--- src/rtl/deframe.sv ---
// deframe -- byte-stream frame extractor.
//
// Hunts for a SYNC byte, collects WIDTH/8 payload bytes little-endian into an
// assembly register, then checks one trailing checksum byte (payload bytes plus
// checksum must sum to 0 mod 256).  A good frame loads a one-deep output
// register; a bad checksum, an idle timeout or an upstream error aborts the
// frame with a one-cycle out_err pulse.
//
// Handshakes: both sides use valid/ready.  A transfer happens in exactly the
// cycles where valid (in_stb / out_stb) and ready (in_rdy / out_rdy) are both
// high.  Once raised, out_stb holds, with out_dat stable, until it is taken.
//
// Ports:
//   clk      clock, all logic on the rising edge
//   rst      synchronous active-high reset
//   in_stb   upstream byte valid
//   in_dat   upstream byte
//   in_rdy   byte accept
//   in_err   upstream framing error (level), honoured only inside a frame
//   out_stb  assembled word valid
//   out_dat  assembled word
//   out_rdy  downstream accept
//   out_err  one-cycle frame error pulse
module deframe #(
   parameter int         WIDTH   = 32,
   parameter logic [7:0] SYNC    = 8'hA5,
   parameter int         TIMEOUT = 12000
) (
   input  logic             clk,
   input  logic             rst,
   input  logic             in_stb,
   input  logic [7:0]       in_dat,
   output logic             in_rdy,
   input  logic             in_err,
   output logic             out_stb,
   output logic [WIDTH-1:0] out_dat,
   input  logic             out_rdy,
   output logic             out_err
);

   localparam int NB = WIDTH / 8;
   localparam int CW = (NB > 1) ? $clog2(NB) : 1;
   localparam int IW = $clog2(TIMEOUT + 1);

   localparam logic [1:0] HUNT  = 2'd0;
   localparam logic [1:0] DATA  = 2'd1;
   localparam logic [1:0] CHECK = 2'd2;

   // FSM state; kept as a plain named signal so checkers can bind to it.
   logic [1:0]       state;
   logic [1:0]       state_nx;
   logic [CW-1:0]    cnt;
   logic [7:0]       sum;
   logic [WIDTH-1:0] asm_q;
   logic [IW-1:0]    idle;

   logic       in_frame;
   logic       abort;
   logic       acc;
   logic [7:0] sum_nx;
   logic       chk_ok;
   logic       load;
   logic       idle_run;
   logic       tmo;
   logic       err_ev;

   assign in_frame = (state != HUNT);

   // In CHECK the checksum byte may only be taken when the output register
   // can receive the word (empty, or being drained this same cycle).
   assign in_rdy = (state != CHECK) | ~out_stb | out_rdy;

   // An upstream error inside a frame wins over any byte offered that cycle.
   assign abort = in_frame & in_err;
   assign acc   = in_stb & in_rdy & ~abort;

   assign sum_nx = sum + in_dat;
   assign chk_ok = (sum_nx == 8'h00);
   assign load   = (state == CHECK) & acc & chk_ok;

   // The idle counter only advances while we are inside a frame and willing
   // to take a byte; a stall caused by a full output register is not idle.
   assign idle_run = in_frame & in_rdy & ~acc & ~abort;
   assign tmo      = idle_run & (idle == IW'(TIMEOUT - 1));

   assign err_ev = abort | tmo | ((state == CHECK) & acc & ~chk_ok);

   always_comb begin
      state_nx = state;
      case (state)
         HUNT: begin
            if (acc && (in_dat == SYNC)) state_nx = DATA;
         end
         DATA: begin
            if (abort || tmo)                        state_nx = HUNT;
            else if (acc && (cnt == CW'(NB - 1)))    state_nx = CHECK;
         end
         CHECK: begin
            if (abort || tmo || acc) state_nx = HUNT;
         end
         default: state_nx = HUNT;
      endcase
   end

   always_ff @(posedge clk) begin
      if (rst) begin
         state   <= HUNT;
         cnt     <= '0;
         sum     <= '0;
         asm_q   <= '0;
         idle    <= '0;
         out_stb <= 1'b0;
         out_dat <= '0;
         out_err <= 1'b0;
      end else begin
         state   <= state_nx;
         out_err <= err_ev;

         // One-deep output register: a load in the same cycle as a drain
         // keeps out_stb high with the new word.
         out_stb <= load | (out_stb & ~out_rdy);
         if (load) out_dat <= asm_q;

         // Byte count and sum are cleared while hunting, so entering DATA
         // always starts from zero.
         if (state == HUNT) begin
            cnt <= '0;
            sum <= '0;
         end else if ((state == DATA) && acc) begin
            cnt <= cnt + CW'(1);
            sum <= sum_nx;
            for (int j = 0; j < NB; j++) begin
               if (cnt == CW'(j)) asm_q[8*j +: 8] <= in_dat;
            end
         end

         if (!in_frame || acc)  idle <= '0;
         else if (idle_run)     idle <= idle + IW'(1);
      end
   end

endmodule

--- config.mk ---
export PLATFORM = sky130hd
export DESIGN_NAME = deframe
export DESIGN_NICKNAME = d
export VERILOG_FILES = /design/src/rtl/deframe.sv
export SDC_FILE = /design/constraint.sdc
export NUM_CORES = 1
export LEC_CHECK = 0
export ABC_AREA = 1
export CORE_ASPECT_RATIO = 0.5
export CORE_UTILIZATION = 50
export CTS_BUF_LIST = sky130_fd_sc_hd__clkbuf_16
export DETAILED_ROUTE_END_ITERATION = 10
export PLACE_DENSITY_LB_ADDON = 0.25
export SYNTH_ARGS = -nofsm -noshare
export SYNTH_HDL_FRONTEND = slang
export SYNTH_SLANG_ARGS = --single-unit
--- constraint.sdc ---
create_clock -name clk -period 3.3 [get_ports clk]
set_clock_uncertainty 0.2 [all_clocks]
set_input_delay 0.66 -clock clk [delete_from_list [all_inputs] [get_ports clk]]
set_output_delay 0.66 -clock clk [all_outputs]
set_load 0.005 [all_outputs]
==> impl_metrics.yaml, run 1 <==
synth:
  ys_seq_elements: 92
  syn_area_per_cell_um2: 6.769
  syn_inst: 671
  ys_seq_area_frac: 0.4055
  syn_nets: 697
  synth_cell_types: 34
  syn_area_um2: 4542
  ys_warn_count: 0
global_route:
  grt_max_degree: 66
  antenna_found_initial: 0
  top_usage_layer: "met2"
  grtUsageTotal: 0.2259
  grt-ovfl-total: 0
  grt_pass1_wl_um: 16770
  grt.met3_usage: 0.05994
  use_met1: 0.3121
  grt_util_met2: 0.3446
  grt_pass1_vias: 3559
cts:
  clk_pin_slew_ns: 0.07
  cts_buffers: 9
  cts-root-buf: "clkbuf_16"
  cts_hold_buffers: 0
  htreeDepth: 3
  clk_latency_ns: 0.35
  cts_tree: "built"
  post_cts_buffers: 0
  cts.sinks: 92
  clock_path_buffers: 2
  cts-resized-gates: 0
sta:
  slew_viol_final: 0
  finalCriticalPeriod_ns: 3.092
  fmax_mhz: 323.4
  maxSlewHeadroom: 0.6087
  final_hold_viol_count: 0
  worst_pin_slew_ns: 0.5870
  setup-tns-final_ns: 0
  setup_violations: 0
  hold_ws_ns: 0.2561
  finalCritPeriodShare: 0.9369
  rsz0062_at_grt: "false"
setup_path:
  worst-setup-path-type: "input port to flop"
  critPathMaxFanout: 19
  crit_chain: "clkdlybuf4s50_1, ha_1, inv_1, fa_1, inv_1, or2_2, nor2_1, nand3_1, nor2_1, nand2_1, nor2_4, buf_12, nand3_1, nand2_1, nor2_1"
  cpMaxStageDelayCell: "clkdlybuf4s50_1"
  critPathArrivalTime_ns: 3.14
  path_delay_family: "simple AND/OR/NAND/NOR gates"
  path_common_cell: "nor2_1"
  crit_buf_inv: 4
  cp.depth: 15
  slowest_delay_ns: 0.51
  reg2regPathDepth: 14
  cp-end-kind: "flop"
  required_ns: 3.35
  start_kind: "input port"
die:
  rows: 24
  start_util: 0.5180
  pin_count: 48
  chipHeight_um: 69.40
  fp.dieW_um: 136.8
  die-area_um2: 9492
  core_um2: 8768
route:
  vias_per_cell: 4.725
  ant_nets: 0
  wl_per_cell_um: 11.35
  drt-pass1-iter-count: 5
  drcViolationCount: 0
  wl_um: 9593
  initialDrtViolationCount: 273
  vias: 3993
placed_design:
  dpl.hpwl_um: 6633
  dp.cells: 829
  gp_congestion: 0.9063
  port_buffers: 47
final_layout:
  fill_cells: 808
  antenna_cells: 0
  layout.cells.non_filler: 845
  drive_gt1_frac: 0.07143
  layout.area.seq_um2: 1842
  multi_input_area_um2: 1953
  area_growth_pct: 20.61
  nets: 749
pwr:
  p_leak_nw: 2.376
  power.density_nw_per_um2: 415.4
  irDropWorstVdd_mv: 0.2970
hold_path:
  whs_path_depth: 2
  min_path_type: "flop to flop"
job:
  max_cap_violations: 0
status:
  status: "completed"
-- cell type report --
| type | instances | area share |
|---|---|---|
| Multi-Input combinational cell | 399 | 0.3566 |
| Sequential cell | 92 | 0.3362 |
| Timing Repair Buffer | 64 | 0.1160 |
| Inverter | 157 | 0.1080 |
| Clock buffer | 9 | 0.04111 |
| Tap cell | 117 | 0.02672 |
| Clock inverter | 7 | 0.01530 |
-- state kept, by name, summed over array words and instances (netlist names) --
| signal | cells |
|---|---|
| asm_q | 32 |
| out_dat | 32 |
| idle | 14 |
| sum | 8 |
| cnt | 2 |
| state | 2 |
| out_err | 1 |
| out_stb | 1 |
-- per-layer routing --
metal  share of wire  vias up
li1                -     2141
met1            0.51     1771
met2            0.44       68
met3           0.044       13
met4           0.013        0
met5               0        -
-- cells in the mapped netlist (all sizes together) --
master,n,area share
and3,1,0.0014
nand4,7,0.0096
o211ai,5,0.0083
nor2,69,0.064
xnor2,3,0.0058
or2,1,0.0014
o31ai,1,0.0017
nor4,1,0.0014
a31oi,1,0.0014
buf,15,0.028
ha,12,0.033
xor2,3,0.0058
clkbuf,8,0.0066
nand3b,1,0.0017
nand2,145,0.12
fa,1,0.0044
nand3,54,0.064
a21oi,48,0.053
o21ai,36,0.040
dfxtp,92,0.41
inv,157,0.13
nor3,9,0.0099
o21a,1,0.0017
-- power by group --
group / switching, mW / internal [mW] / total (mW)
sequential: 0.0000591 / 1.11 / 1.11
combinational: 0.0607 / 0.0396 / 0.100
clock: 0.465 / 0.600 / 1.07
-- final timing paths --
| check | start | to | slack (ns) |
|---|---|---|---|
| max | in_dat[0] | out_dat[30] | 0.21 |
| min | asm_q[4] | asm_q[4] | 0.26 |
| max reg2reg | sum[0] | out_dat[30] | 0.69 |
| min reg2reg | asm_q[4] | asm_q[4] | 0.26 |
-- through the flow --
step / instance area, µm² / util / total power [mW] / setup slack (ns)
5_1_grt: 5478 / 0.6247 / 2.356 / 0.02541
3_3_place_gp: 5169 / 0.5895 / 1.234 / -0.1214
3_5_place_dp: 5169 / 0.5895 / 1.234 / -0.1626
2_1_floorplan: 4542 / - / 1.189 / 0.5138
4_1_cts: 5478 / 0.6247 / 2.305 / 0.1990
6_report: 5478 / 0.6247 / 2.275 / 0.2081
-- cell families after synthesis --
kind of cell | count (synthesis) | share of synthesized area
and+or+nand+nor | 288 | 0.2755
DFF | 92 | 0.4055
buffers and inverters | 180 | 0.1645
AOI/OAI and AO/OA | 92 | 0.1055
adders and majority gates | 13 | 0.03746
xor gates and xnor gates | 6 | 0.01157
-- worst min-delay path, delay by kind of cell (launching register included) --
kind                   cells  cell delay (ns)
DFF                        1             0.30
buffers and inverters      1             0.06
AOI/OAI and AO/OA          1             0.05
-- cell usage in the layout, fill, tap and decap left out --
| cell | synthesis | layout |
|---|---|---|
| nand2_2 | 3 | 3 |
| nand3_2 | 2 | 2 |
| xnor2_1 | 3 | 3 |
| bufinv_16 | 0 | 1 |
| xor2_1 | 3 | 3 |
| nor4_1 | 1 | 1 |
| dfxtp_1 | 92 | 92 |
| inv_8 | 0 | 2 |
| o21a_1 | 1 | 1 |
| inv_4 | 1 | 1 |
| inv_2 | 4 | 4 |
| clkbuf_16 | 0 | 9 |
| ha_1 | 12 | 12 |
| buf_4 | 4 | 14 |
| clkinvlp_4 | 0 | 3 |
| nand3_4 | 1 | 1 |
| nor2_4 | 3 | 3 |
| nor3_1 | 9 | 9 |
| inv_1 | 152 | 152 |
| buf_12 | 0 | 3 |
| nand2_1 | 142 | 142 |
| nand3b_1 | 1 | 1 |
| o21ai_0 | 33 | 33 |
| fa_1 | 1 | 1 |
| nor2_2 | 4 | 4 |
| nand3_1 | 51 | 51 |
| clkdlybuf4s50_1 | 0 | 47 |
| nor2_1 | 62 | 62 |
| o211ai_1 | 5 | 5 |
| o31ai_1 | 1 | 1 |
| nand4_1 | 7 | 7 |
| a31oi_1 | 1 | 1 |
| or2_2 | 1 | 1 |
| o21ai_1 | 3 | 3 |
| inv_6 | 0 | 1 |
| and3_1 | 1 | 1 |
| a21oi_1 | 48 | 48 |
Power figures use the tool's default switching activity.
==> inputs of run 2 (changes only) <==
Clock period 3.3 ns to 2.75 ns, I/O delays scaled along.
==> impl_metrics.yaml, run 2 (same netlist as run 1, synthesis figures left out) <==
final_layout:
  area_growth_pct: 27.19
  drive_gt1_frac: 0.1272
  layout.cells.non_filler: 864
  antenna_cells: 0
  layout.area.seq_um2: 1843
  post-route-cell-area_um2: 5777
  final_cell_mix: "inv_1 (149), nand2_1 (140), dfxtp_1 (91)"
  fill_cells: 773
  mostFrequentLayoutCell: "inv_1"
  top_regs: "asm_q: 32 flops, out_dat: 32 flops, idle: 14 flops"
  nets: 768
  multi_input_area_um2: 2067
die:
  core_um2: 8768
  pin_count: 48
  rows: 24
  die-area_um2: 9492
  start_util: 0.5180
  chipHeight_um: 69.40
  fp.dieW_um: 136.8
pwr:
  p_leak_nw: 2.483
  power.switching_mw: 0.6477
  pwr-share-comb: 0.052
  clockPowerShare: 0.451
  p_sw_frac: 0.2420
  power.density_nw_per_um2: 463.4
  p_seq_frac: 0.497
  power.internal_mw: 2.029
  irDropWorstVdd_mv: 0.4064
global_route:
  grt.met3_usage: 0.06287
  antenna_found_initial: 0
  grtUsageTotal: 0.2221
  use_met1: 0.2977
  grt_max_degree: 66
  grt_pass1_wl_um: 16460
  grt_pass1_vias: 3637
  grt_util_met2: 0.3508
  top_usage_layer: "met2"
  grt-ovfl-total: 0
setup_path:
  cp-end-kind: "flop"
  critPathMaxFanout: 7
  critPathArrivalTime_ns: 2.72
  cpMaxStageDelayCell: "clkdlybuf4s50_1"
  start_kind: "input port"
  path_delay_family: "buffers and inverters"
  crit_chain: "clkdlybuf4s50_1, ha_1, nand2_1, inv_1, a21oi_2, nand3_1, nand2_1, nand2_1, nor2_4, buf_6, buf_6, nand3_1, nand2_1, nor2_1"
  path_common_cell: "nand2_1"
  crit_buf_inv: 4
  slowest_delay_ns: 0.50
  worst-setup-path-type: "input port to flop"
  required_ns: 2.80
job:
  max_cap_violations: 0
cts:
  cts_tree: "built"
  cts-root-buf: "clkbuf_16"
  htreeDepth: 3
  clk_latency_ns: 0.35
  cts_buffers: 9
  clk_pin_slew_ns: 0.07
  cts.sinks: 92
  clock_path_buffers: 2
  cts_hold_buffers: 0
route:
  ant_nets: 0
  wl_per_cell_um: 11.61
  drt-pass1-iter-count: 5
  wl_um: 10040
  initialDrtViolationCount: 197
  vias_per_cell: 4.742
  vias: 4097
  drcViolationCount: 0
sta:
  slew_viol_final: 0
  worst_pin_slew_ns: 0.4648
  hold_ws_ns: 0.2540
  finalCriticalPeriod_ns: 2.667
  setup_violations: 0
  maxSlewHeadroom: 0.6898
  fmax_mhz: 375.0
  setup-tns-final_ns: 0
  finalCritPeriodShare: 0.9698
  final_hold_viol_count: 0
placed_design:
  gp_congestion: 0.8611
  placed_area_um2: 5279
  dp.cells: 842
  port_buffers: 47
  dpl.hpwl_um: 6689
status:
  status: "completed"
hold_path:
  min_path_type: "flop to flop"
## run 2: power groups by stage
stage | logic (mW) | clock network (mW) | registers, mW
5_1_grt | 0.152 | 1.29 | 1.33
4_1_cts | 0.130 | 1.24 | 1.33
3_3_place_gp | 0.129 | 0 | 1.36
6_report | 0.139 | 1.21 | 1.33
2_1_floorplan | 0.0640 | 0 | 1.36
3_5_place_dp | 0.129 | 0 | 1.36
## run 2: repair_timing
| action | CTS | global route |
|---|---|---|
| endpoints found under the setup margin | 34 | 33 |
| resized for setup | 6 | 32 |
| pin swaps | 1 | 6 |
| setup buffers | 3 | 1 |
| hold endpoints to repair | 0 | 0 |
| cloned | 1 | 1 |
## run 2: layer usage
layer | share of wire | wire length (µm)
met2 | 0.45 | 4547
met4 | 0.0089 | 89
met1 | 0.49 | 4885
met5 | 0 | 0
met3 | 0.051 | 512
## run 2: layout make-up
cell class | count | share of cell area
Multi-Input combinational cell | 399 | 0.3578
Sequential cell | 92 | 0.3190
Timing Repair Buffer | 83 | 0.1451
Inverter | 157 | 0.1024
Clock buffer | 9 | 0.03899
Tap cell | 117 | 0.02534
Clock inverter | 7 | 0.01126
## run 2: worst register-to-register path, stage by stage, from the launching register on
cell and delay (ns):
dfxtp_2 0.35, ha_4 0.14, inv_2 0.03, fa_1 0.54
inv_2 0.04, or2_4 0.23, nor2_4 0.11, nand3_2 0.08
nor2_2 0.13, nand2_2 0.07, nor2_4 0.17, buf_6 0.16
buf_6 0.13, nand3_1 0.08, nand2_1 0.07, nor2_1 0.04
## run 2: worst paths after layout
kind         startpoint     endpoint  slack [ns]  cells after the start
min           asm_q[28]    asm_q[28]        0.25                      2
max           in_dat[5]  out_dat[15]        0.08                     14
max reg2reg      sum[0]  out_dat[15]        0.09                     15
min reg2reg   asm_q[28]    asm_q[28]        0.25                      2
## run 2: stage by stage
| stage | power, mW | utilization | worst slack, ns |
|---|---|---|---|
| floorplan | 1.426 | - | 0.07377 |
| detailed placement | 1.491 | 0.6020 | -0.6178 |
| global route | 2.776 | 0.6588 | -0.03623 |
| CTS | 2.699 | 0.6413 | 0.02238 |
| finish | 2.677 | 0.6588 | 0.08302 |
| global placement | 1.491 | 0.6020 | -0.6227 |
==> inputs of run 3 (changes only) <==
Settings changed: ABC_CLOCK_PERIOD_IN_PS set to 2750, GPL_TIMING_DRIVEN set to 0, SKIP_LAST_GASP set to 1.
==> impl_metrics.yaml, run 3 (same netlist as run 1, synthesis figures left out) <==
sta:
  finalCriticalPeriod_ns: 2.652
  worst_pin_slew_ns: 0.5059
  fin_ws_ns: 0.09772
  hold_ws_ns: 0.2535
  final_hold_viol_count: 0
  setup_violations: 0
  finalCritPeriodShare: 0.9645
  slew_viol_final: 0
  fmax_mhz: 377.0
  maxSlewHeadroom: 0.6627
final_layout:
  antenna_cells: 0
  drive_gt1_frac: 0.08625
  mostFrequentLayoutCell: "inv_1"
  nets: 763
  final_cell_mix: "inv_1 (149), nand2_1 (142), dfxtp_1 (91)"
  area_growth_pct: 23.25
  top_regs: "asm_q: 32 flops, out_dat: 32 flops, idle: 14 flops"
setup_path:
  worst-setup-path-type: "flop to flop"
  crit_path_start: "sum[0]"
  critPathMaxFanout: 3
  slowest_delay_ns: 0.52
  cp.depth: 15
  required_ns: 2.78
  crit_chain: "ha_4, inv_2, fa_1, inv_2, or2_4, nor2_4, nand3_1, nor2_1, nand2_1, nor2_4, buf_6, buf_4, nor2_1, nor2_1, nor2_1"
  cpMaxStageDelayCell: "fa_1"
  path_delay_family: "simple AND/OR/NAND/NOR gates"
  crit_buf_inv: 4
  path_common_cell: "nor2_1"
  reg2reg_from: "sum[0]"
  reg2regPathDepth: 15
  critPathArrivalTime_ns: 2.69
  cp-end-kind: "flop"
  start_kind: "flop"
route:
  wl_um: 9794
  initialDrtViolationCount: 197
  drcViolationCount: 0
  vias: 4055
  vias_per_cell: 4.721
  ant_nets: 0
  wl_per_cell_um: 11.40
  drt-pass1-iter-count: 4
global_route:
  grt_pass1_wl_um: 16460
  grt_pass1_vias: 3594
  grtUsageTotal: 0.2243
  grt_max_degree: 17
  antenna_found_initial: 0
  grt-ovfl-total: 0
placed_design:
  gp_congestion: 0.8517
  dpl.hpwl_um: 6821
  port_buffers: 47
  place_ws_ns: -0.9900
die:
  start_util: 0.5180
  core_um2: 8768
  die-area_um2: 9492
  pin_count: 48
  chipHeight_um: 69.40
  fp.dieW_um: 136.8
  rows: 24
cts:
  cts-root-buf: "clkbuf_16"
  cts.sinks: 92
  cts_buffers: 9
  cts_tree: "built"
  htreeDepth: 3
  cts_hold_buffers: 0
  clock_path_buffers: 2
  clk_latency_ns: 0.35
  clk_pin_slew_ns: 0.07
pwr:
  power.density_nw_per_um2: 500.8
  finalPower_mw: 2.803
  p_leak_nw: 2.434
  irDropWorstVdd_mv: 0.3370
hold_path:
  whs_path_depth: 2
  hold_start: "asm_q[5]"
  min_path_type: "flop to flop"
job:
  max_cap_violations: 0
status:
  status: "completed"
## run 3: power by group
group	switching [mW]	internal, mW
logic	0.0745	0.0429
clock network	0.555	0.800
registers	0.0000728	1.33
## run 3: final timing paths
path               to  slack, ns
min reg2reg  asm_q[5]       0.25
max reg2reg   out_err        0.1
max           out_err        0.1
min          asm_q[5]       0.25
## run 3: cell type report
class,instances,area (µm²)
Buffer,23,155.1
Clock buffer,9,225.2
Clock inverter,7,96.34
Fill cell,807,3171
Inverter,157,591.8
Multi-Input combinational cell,399,2001
Sequential cell,92,1843
Tap cell,117,146.4
Timing Repair Buffer,55,539.3
## run 3: what timing repair did
action | in CTS | in global routing
buffers inserted | 3 | 3
setup endpoints to repair | 34 | 34
cloned | 2 | 0
resized for setup | 15 | 16
pin swaps | 1 | 9
## run 3: per-stage QoR
step,instances,setup TNS [ns],utilization,cell area [µm²]
2_1_floorplan,671,0,-,4542
3_3_place_gp,835,-31.42,0.5883,5159
3_5_place_dp,835,-31.81,0.5883,5159
4_1_cts,856,0,0.6311,5534
5_1_grt,859,-0.08140,0.6384,5598
6_report,859,0,0.6384,5598
## run 3: per-layer routing
metal | vias to the layer above | GRT usage | wire (µm)
met3 | 19 | 0.07018 | 487
met5 | - | 0 | 0
met1 | 1776 | 0.2936 | 4878
li1 | 2180 | - | -
met4 | 0 | 0.08547 | 194
met2 | 80 | 0.3452 | 4233
## run 3: worst min-delay path, stage by stage, from the launching register on
cell and delay [ns]:
dfxtp_1 0.30, inv_1 0.06, a21oi_1 0.05
